File: config.mk
export PLATFORM = sky130hd
export DESIGN_NAME = iobuf_bank
export DESIGN_NICKNAME = d
export VERILOG_FILES = /design/src/rtl/iobuf_bank.sv
export SDC_FILE = /design/constraint.sdc
export NUM_CORES = 1
export LEC_CHECK = 0
export ABC_AREA = 1
export CELL_PAD_IN_SITES_DETAIL_PLACEMENT = 0
export CELL_PAD_IN_SITES_GLOBAL_PLACEMENT = 1
export CORE_MARGIN = 2
export CORE_UTILIZATION = 40
export DETAILED_ROUTE_END_ITERATION = 10
export PLACE_DENSITY_LB_ADDON = 0.3
export SYNTH_ARGS = -nofsm -noshare
export SYNTH_HDL_FRONTEND = slang
export SYNTH_SLANG_ARGS = --single-unit
File: constraint.sdc
create_clock -name clk -period 3.8 [get_ports clk]
set_input_delay 0.76 -clock clk [delete_from_list [all_inputs] [get_ports clk]]
set_output_delay 0.76 -clock clk [all_outputs]
set_load 0.01 [all_outputs]
File: src/rtl/iobuf_bank.sv
// rtl/iobuf_bank.sv - multi-channel registered IO buffer controller with dead-time sequencing
//
// Drives one 74LVC1T45 (bidirectional) and one 74LVC1G07 (open-drain) buffer
// per channel, plus the FPGA tristate pin. The read-back path is synchronised
// and can optionally be glitch-filtered.
//
// Ports:
//   clk                   system clock, rising edge
//   rst_n                 synchronous reset, active low
//   oe/od/dir/din         per-channel mode request and value to drive
//   dout                  synchronised (and optionally filtered) pin value
//   busy                  channel is sitting in break-before-make dead time
//   bufdir                74LVC1T45 DIR, 1 = FPGA drives the header
//   bufod                 74LVC1G07 input, 1 = Hi-Z, 0 = pull to GND
//   bufdat_tristate_oe    FPGA tristate output enable
//   bufdat_tristate_dout  FPGA tristate output value
//   bufdat_tristate_din   FPGA tristate input value
module iobuf_bank #(
    parameter int CHANNELS    = 8,
    parameter int DEADTIME    = 2,
    parameter int SYNC_STAGES = 2,
    parameter int FILTER_LEN  = 0
) (
    input  logic                clk,
    input  logic                rst_n,
    input  logic [CHANNELS-1:0] oe,
    input  logic [CHANNELS-1:0] od,
    input  logic [CHANNELS-1:0] dir,
    input  logic [CHANNELS-1:0] din,
    output logic [CHANNELS-1:0] dout,
    output logic [CHANNELS-1:0] busy,
    output logic [CHANNELS-1:0] bufdir,
    output logic [CHANNELS-1:0] bufod,
    output logic [CHANNELS-1:0] bufdat_tristate_oe,
    output logic [CHANNELS-1:0] bufdat_tristate_dout,
    input  logic [CHANNELS-1:0] bufdat_tristate_din
);

    typedef enum logic [1:0] {
        CL_HIZ = 2'd0,
        CL_PP  = 2'd1,
        CL_OD  = 2'd2
    } cls_t;

    typedef enum logic {
        ST_ACTIVE = 1'b0,
        ST_DEAD   = 1'b1
    } state_t;

    localparam logic [7:0] DT_M1 = 8'(DEADTIME - 1);

    cls_t          applied_q [CHANNELS];
    cls_t          applied_d [CHANNELS];
    state_t        state_q   [CHANNELS];
    state_t        state_d   [CHANNELS];
    logic [7:0]    cnt_q     [CHANNELS];
    logic [7:0]    cnt_d     [CHANNELS];
    logic [CHANNELS-1:0] busy_q;
    logic [CHANNELS-1:0] busy_d;
    logic [CHANNELS-1:0] din_q;

    function automatic cls_t req_class(input logic o, input logic d, input logic r);
        if (o && d) begin
            return CL_OD;
        end else if (o && !r) begin
            return CL_PP;
        end
        return CL_HIZ;
    endfunction

    always_ff @(posedge clk) begin
        if (!rst_n) begin
            for (int i = 0; i < CHANNELS; i++) begin
                applied_q[i] <= CL_HIZ;
                state_q[i]   <= ST_ACTIVE;
                cnt_q[i]     <= 8'd0;
            end
            busy_q <= '0;
            din_q  <= '0;
        end else begin
            for (int i = 0; i < CHANNELS; i++) begin
                applied_q[i] <= applied_d[i];
                state_q[i]   <= state_d[i];
                cnt_q[i]     <= cnt_d[i];
            end
            busy_q <= busy_d;
            din_q  <= din;
        end
    end

    always_comb begin
        cls_t rq;
        rq = CL_HIZ;
        busy_d = busy_q;
        for (int i = 0; i < CHANNELS; i++) begin
            applied_d[i] = applied_q[i];
            state_d[i]   = state_q[i];
            cnt_d[i]     = cnt_q[i];
            rq = req_class(oe[i], od[i], dir[i]);
            if (state_q[i] == ST_ACTIVE) begin
                if (rq != applied_q[i]) begin
                    if (applied_q[i] == CL_HIZ) begin
                        // Leaving Hi-Z cannot cause contention, so no dead time.
                        applied_d[i] = rq;
                    end else begin
                        // Break first: float the pins, then wait out the dead time.
                        applied_d[i] = CL_HIZ;
                        state_d[i]   = ST_DEAD;
                        cnt_d[i]     = DT_M1;
                        busy_d[i]    = 1'b1;
                    end
                end
            end else begin
                // Requests seen mid-window are not remembered; only the one
                // present on the final cycle is applied.
                if (cnt_q[i] != 8'd0) begin
                    cnt_d[i] = cnt_q[i] - 8'd1;
                end else begin
                    state_d[i]   = ST_ACTIVE;
                    busy_d[i]    = 1'b0;
                    applied_d[i] = rq;
                end
            end
        end
    end

    // Pin decode looks only at registers, so the pins never follow inputs combinationally.
    always_comb begin
        bufdir               = '0;
        bufod                = '1;
        bufdat_tristate_oe   = '0;
        bufdat_tristate_dout = din_q;
        busy                 = busy_q;
        for (int i = 0; i < CHANNELS; i++) begin
            bufdir[i]             = (applied_q[i] == CL_PP);
            bufdat_tristate_oe[i] = (applied_q[i] == CL_PP);
            bufod[i]              = (applied_q[i] == CL_OD) ? din_q[i] : 1'b1;
        end
    end

    logic [CHANNELS-1:0] sync_q [SYNC_STAGES];
    logic [CHANNELS-1:0] s;

    always_ff @(posedge clk) begin
        if (!rst_n) begin
            for (int k = 0; k < SYNC_STAGES; k++) begin
                sync_q[k] <= '0;
            end
        end else begin
            sync_q[0] <= bufdat_tristate_din;
            for (int k = 1; k < SYNC_STAGES; k++) begin
                sync_q[k] <= sync_q[k-1];
            end
        end
    end

    assign s = sync_q[SYNC_STAGES-1];

    generate
        if (FILTER_LEN == 0) begin : g_nofilt
            assign dout = s;
        end else begin : g_filt
            localparam int CW = $clog2(FILTER_LEN + 1);
            localparam logic [CW-1:0] FL_M1 = CW'(FILTER_LEN - 1);

            logic [CW-1:0]       fcnt_q [CHANNELS];
            logic [CHANNELS-1:0] fout_q;

            // The counter tracks how long s has disagreed with dout; any
            // agreement restarts it, so short pulses never reach dout.
            always_ff @(posedge clk) begin
                if (!rst_n) begin
                    for (int i = 0; i < CHANNELS; i++) begin
                        fcnt_q[i] <= '0;
                    end
                    fout_q <= '0;
                end else begin
                    for (int i = 0; i < CHANNELS; i++) begin
                        if (s[i] == fout_q[i]) begin
                            fcnt_q[i] <= '0;
                        end else if (fcnt_q[i] == FL_M1) begin
                            fout_q[i] <= s[i];
                            fcnt_q[i] <= '0;
                        end else begin
                            fcnt_q[i] <= fcnt_q[i] + CW'(1);
                        end
                    end
                end
            end

            assign dout = fout_q;
        end
    endgenerate

endmodule

; Yosys cells after proc, flatten, opt, wreduce, memory -nomap -nowiden
; Memories as Yosys holds them, arrays and structs flattened.
; Index checks and enable logic that the tools add are counted.
; Widths: inputs -> output; s select.
[totals]
register_bits = 16
ram_bits = 104
input_bits = 42
output_inout_bits = 48
elab_cells = 347
n_memories = 4
[mem_list]
columns = name, words, word_bits, read_ports, rd_clocked_by_memory_dff, wr, line
row1 = cnt_q, 8, 8, 8, 0, 8, 56  ; logic [7:0] cnt_q [CHANNELS];
row2 = applied_q, 8, 2, 8, 0, 8, 52  ; cls_t applied_q [CHANNELS];
row3 = sync_q, 2, 8, 2, 0, 2, 141  ; logic [CHANNELS-1:0] sync_q [SYNC_STAGES];
row4 = state_q, 8, 1, 8, 0, 8, 54  ; state_t state_q [CHANNELS];
[op_classes]
add_sub_neg = 8
n_eq_ne = 40
n_mux = 204
bitwise = 26
reduce_logical = 56
[ops]
columns = op, count
row1 = $mux 8, 42
row2 = $mux 2, 64
row3 = $mux 1, 98
row4 = $reduce_bool 8->1, 8
row5 = $sub 8x1->8 const B, 8
row6 = $ne 2x2->1 const B, 16
row7 = $or 1x1->1, 26
row8 = $reduce_and 3->1, 8
row9 = $eq 2x1->1 const B, 8
row10 = $eq 2x2->1 const B, 8
row11 = $logic_and 1x1->1, 16
row12 = $logic_not 2->1, 8
row13 = $ne 2x2->1, 8
row14 = $reduce_bool 2->1, 8
row15 = $logic_not 1->1, 8

; Depth between registers and ports, before layout
[depth]
word_depth = 9
ltp_mapped = 12
mapped_depth_nobuf = 12

; Least setup slack after synthesis
; OpenSTA, ideal clock, no wires.
[synth_timing]
path_type = input -> register
from = in rst_n
to = mem cnt_q[0][4]
setup_ps = 134
t_arrival_ps = 1529
t_required_ps = 3666
slack_ps = 2137
cell_stages = 5
path_buffers = 3
cell_sequence = clkbuf_1 > inv_1 > buf_2 > clkbuf_1 > a21oi_1
[synth_lines]
columns = item, line
row1 = start: declaration, 25  ; input logic rst_n,
row2 = end: declaration, 56

==> run metrics <==
Netlist Area Pre-Place 6736 sq um; library cells used by synthesis 30; Routability Congestion 0.8001; min Tclk post-route 2.473 ns; post-synthesis compound-gate area fraction 7.002%; Avg Synthesized Cell Area 6.266 sq um; PortBufs 89; final critical-path share of the clock period 65.08%; FF-to-FF End cnt_q[1][1]; final hold slack 0.4082 ns; Required @ worst endpoint 3.04 ns; r2r worst-path depth 10; R2R Path Start cnt_q[1][0]; crit path kind flip-flop to output pin; GRT Util Overall 17.39%; Fin Setup TNS 0 ns; Setup Fix Bufs, Post-CTS 0; P_leak 3.901 nW; Antenna diodes 0; cts bufs inserted 17; Final setup violation count 0; DIE AREA 17900 sq um; pin count of the biggest net entering global routing 64; die height 133.8 um; WL/cell 10.74 um; worst hold path class flip-flop to flip-flop; CTS max path bufs 2; Slew HR 25.70%; Largest stage delay, worst path 0.60 ns; post-synthesis sequential area ratio 35.66%; top-count cell post-synth nand2_1; Slew Viols, Final 0; commonest cells in the netlist 287 x nand2_1, 187 x nor2_1, 132 x inv_1; fraction of power consumed by sequential logic 30.0%; CP Cell Sequence inv_1 > nor2_1 > clkdlybuf4s50_1; ys async rst share 0%; post-synthesis simple-gate area fraction 43.26%; routed vias/inst 4.677; CTS clk-pin slew, worst paths 0.06 ns; CP startpoint kind flip-flop; layout cells sized above 1 7.474%; register-to-register setup slack 2.07 ns; Resize count post-CTS 0; DP Worst Slack 1.289 ns; DRC Markers 0; vias in the first global route 5719; H-tree Lvls 4; xor and xnor area share after synthesis 1.430%; initial antenna violation count 0; mux share of post-synthesis cell area 0%; YS warnings 0; Core ar. 16520 sq um; io pins 90; Sw Ratio 42.19%; Post-synth EDFFs 0; Comb pwr share 44.8%; Max Clk Rate 404.4 MHz; first-pass GRT wire length 25850 um; Post-Route WL 14870 um; crit path DAT 1.71 ns; Max stage delay cell, worst path clkdlybuf4s50_1; Detailed Routing Iterations Pass 1 4; overall via count from detail_route 6473; Sw Pwr 2.433 mW; Starting Density 40.77%; DRT iter0 DRCs 364; cell-internal power 3.334 mW; status finished clean; Adder-Cell Fraction of Synth Area 1.857%; Slew @ Worst Pin 1.113 ns; leading area contributor after synthesis dfxtp_1; Worst Setup SP applied_q[1][6]; Synth Register Bits 120; CP Capture Type output pin; Routed Antenna Nets 0; CTS tree built; GRT overflow 0; Clk pwr share 25.2%; Die Width 133.8 um; Power Dens Cells 698.2 nW/um^2; prevailing post-synth register cell dfxtp_1; P&R area growth vs syn 22.60%; synthesized instance count 1075; Critical Path End bufdat_tristate_oe[7]; Row Count 47; Worst-Skew Late Latency 0.42 ns; RSZ-0062 raised after global routing false; clk root buf clkbuf_16; Clock Skew 0.005094 ns; clk sinks 120; Fillers 1717; Post-Syn Nets 1127; largest fanout on the critical path 5; Fin. Hold Viols 0; main combinational cell family by area after synthesis simple AND/OR/NAND/NOR gates; area fraction of the dominant cell type after synthesis 35.66%; top post-synthesis cells by area dfxtp_1 36%, nand2_1 16%, nor2_1 10%; # nets final 1203; Max Cap Violations 0; Hold Buf Count CTS 0; worst vdd ir 0.4016 mV; HPWL after DPL 10310 um; PnR worst setup slack 1.327 ns
registers in the layout, indices dropped and copies added, names as in the netlist:
name and cells:
cnt_q 64, applied_q 16, sync_q 16, bufdat_tristate_dout 8, busy 8, state_q 8
power by group through the flow:
stage	Combinational (mW)	Sequential [mW]	Clock, mW
global route	3.00	1.77	1.55
CTS	2.60	1.73	1.49
detailed placement	2.59	1.76	0
global placement	2.58	1.76	0
floorplan	2.01	1.70	0
finish	2.58	1.73	1.45
final cells by class:
cell class | instances | area (sq um) | area share, %
Timing Repair Buffer | 90 | 893.4 | 10.82
Clock buffer | 18 | 439.2 | 5.317
Multi-Input combinational cell | 779 | 3607 | 43.68
Tap cell | 220 | 275.3 | 3.333
Sequential cell | 120 | 2402 | 29.09
Inverter | 143 | 536.8 | 6.499
Clock inverter | 14 | 105.1 | 1.273
critical path: cells and delay by family, from the launching register on:
| family | cells | cell delay, ns |
|---|---|---|
| flops | 1 | 0.35 |
| simple gates | 1 | 0.24 |
| buf+inv | 2 | 0.71 |
logic make-up (layout without fill, tap and decap cells):
logic type / Yosys count / after routing
flops: 120 / 120
compound gates: 83 / 83
buf+inv: 176 / 265
simple gates: 675 / 675
xor+xnor: 11 / 11
fa+ha+maj: 10 / 10
layer usage:
metal  track usage (%)  vias to the layer above  wire [um]
li1                  -                     3540          -
met1             23.38                     2806       7477
met2             27.12                      110       6539
met3             4.157                       17        640
met4             6.501                        0        214
met5                 0                        -          0
worst min-delay path by stage:
stage | from | cells past startpoint | slack [ns] | endpoint
6_report | sync_q[0][0] | 2 | 0.41 | sync_q[0][8]
5_1_grt | sync_q[0][0] | 2 | 0.41 | sync_q[0][8]
4_1_cts | sync_q[0][0] | 2 | 0.41 | sync_q[0][8]
3_5_place_dp | sync_q[0][0] | 2 | 0.40 | sync_q[0][8]
3_3_place_gp | sync_q[0][3] | 2 | 0.39 | sync_q[0][11]
2_1_floorplan | sync_q[0][2] | 2 | 0.39 | sync_q[0][10]
stage by stage:
stage	instances	instance area (sq um)	total power, mW	util, %
after CTS	1384	8259	5.832	49.98
final	1384	8259	5.767	49.98
after detailed placement	1352	7715	4.341	46.69
after global placement	1352	7715	4.338	46.69
after floorplan	1075	6736	3.711	-
after global routing	1384	8259	6.321	49.98
cells in the final DEF (no fill, tap or decap), drive strengths merged, types with 8 or more instances in the layout:
cell,count
clkbuf,18
clkinvlp,8
o21ai,17
nand2,308
nor2,191
or2,10
xnor2,8
a21oi,63
dfxtp,120
ha,10
inv,142
clkdlybuf4s50,88
nand4,30
nand3,130
(Power assumes the default switching activity.)
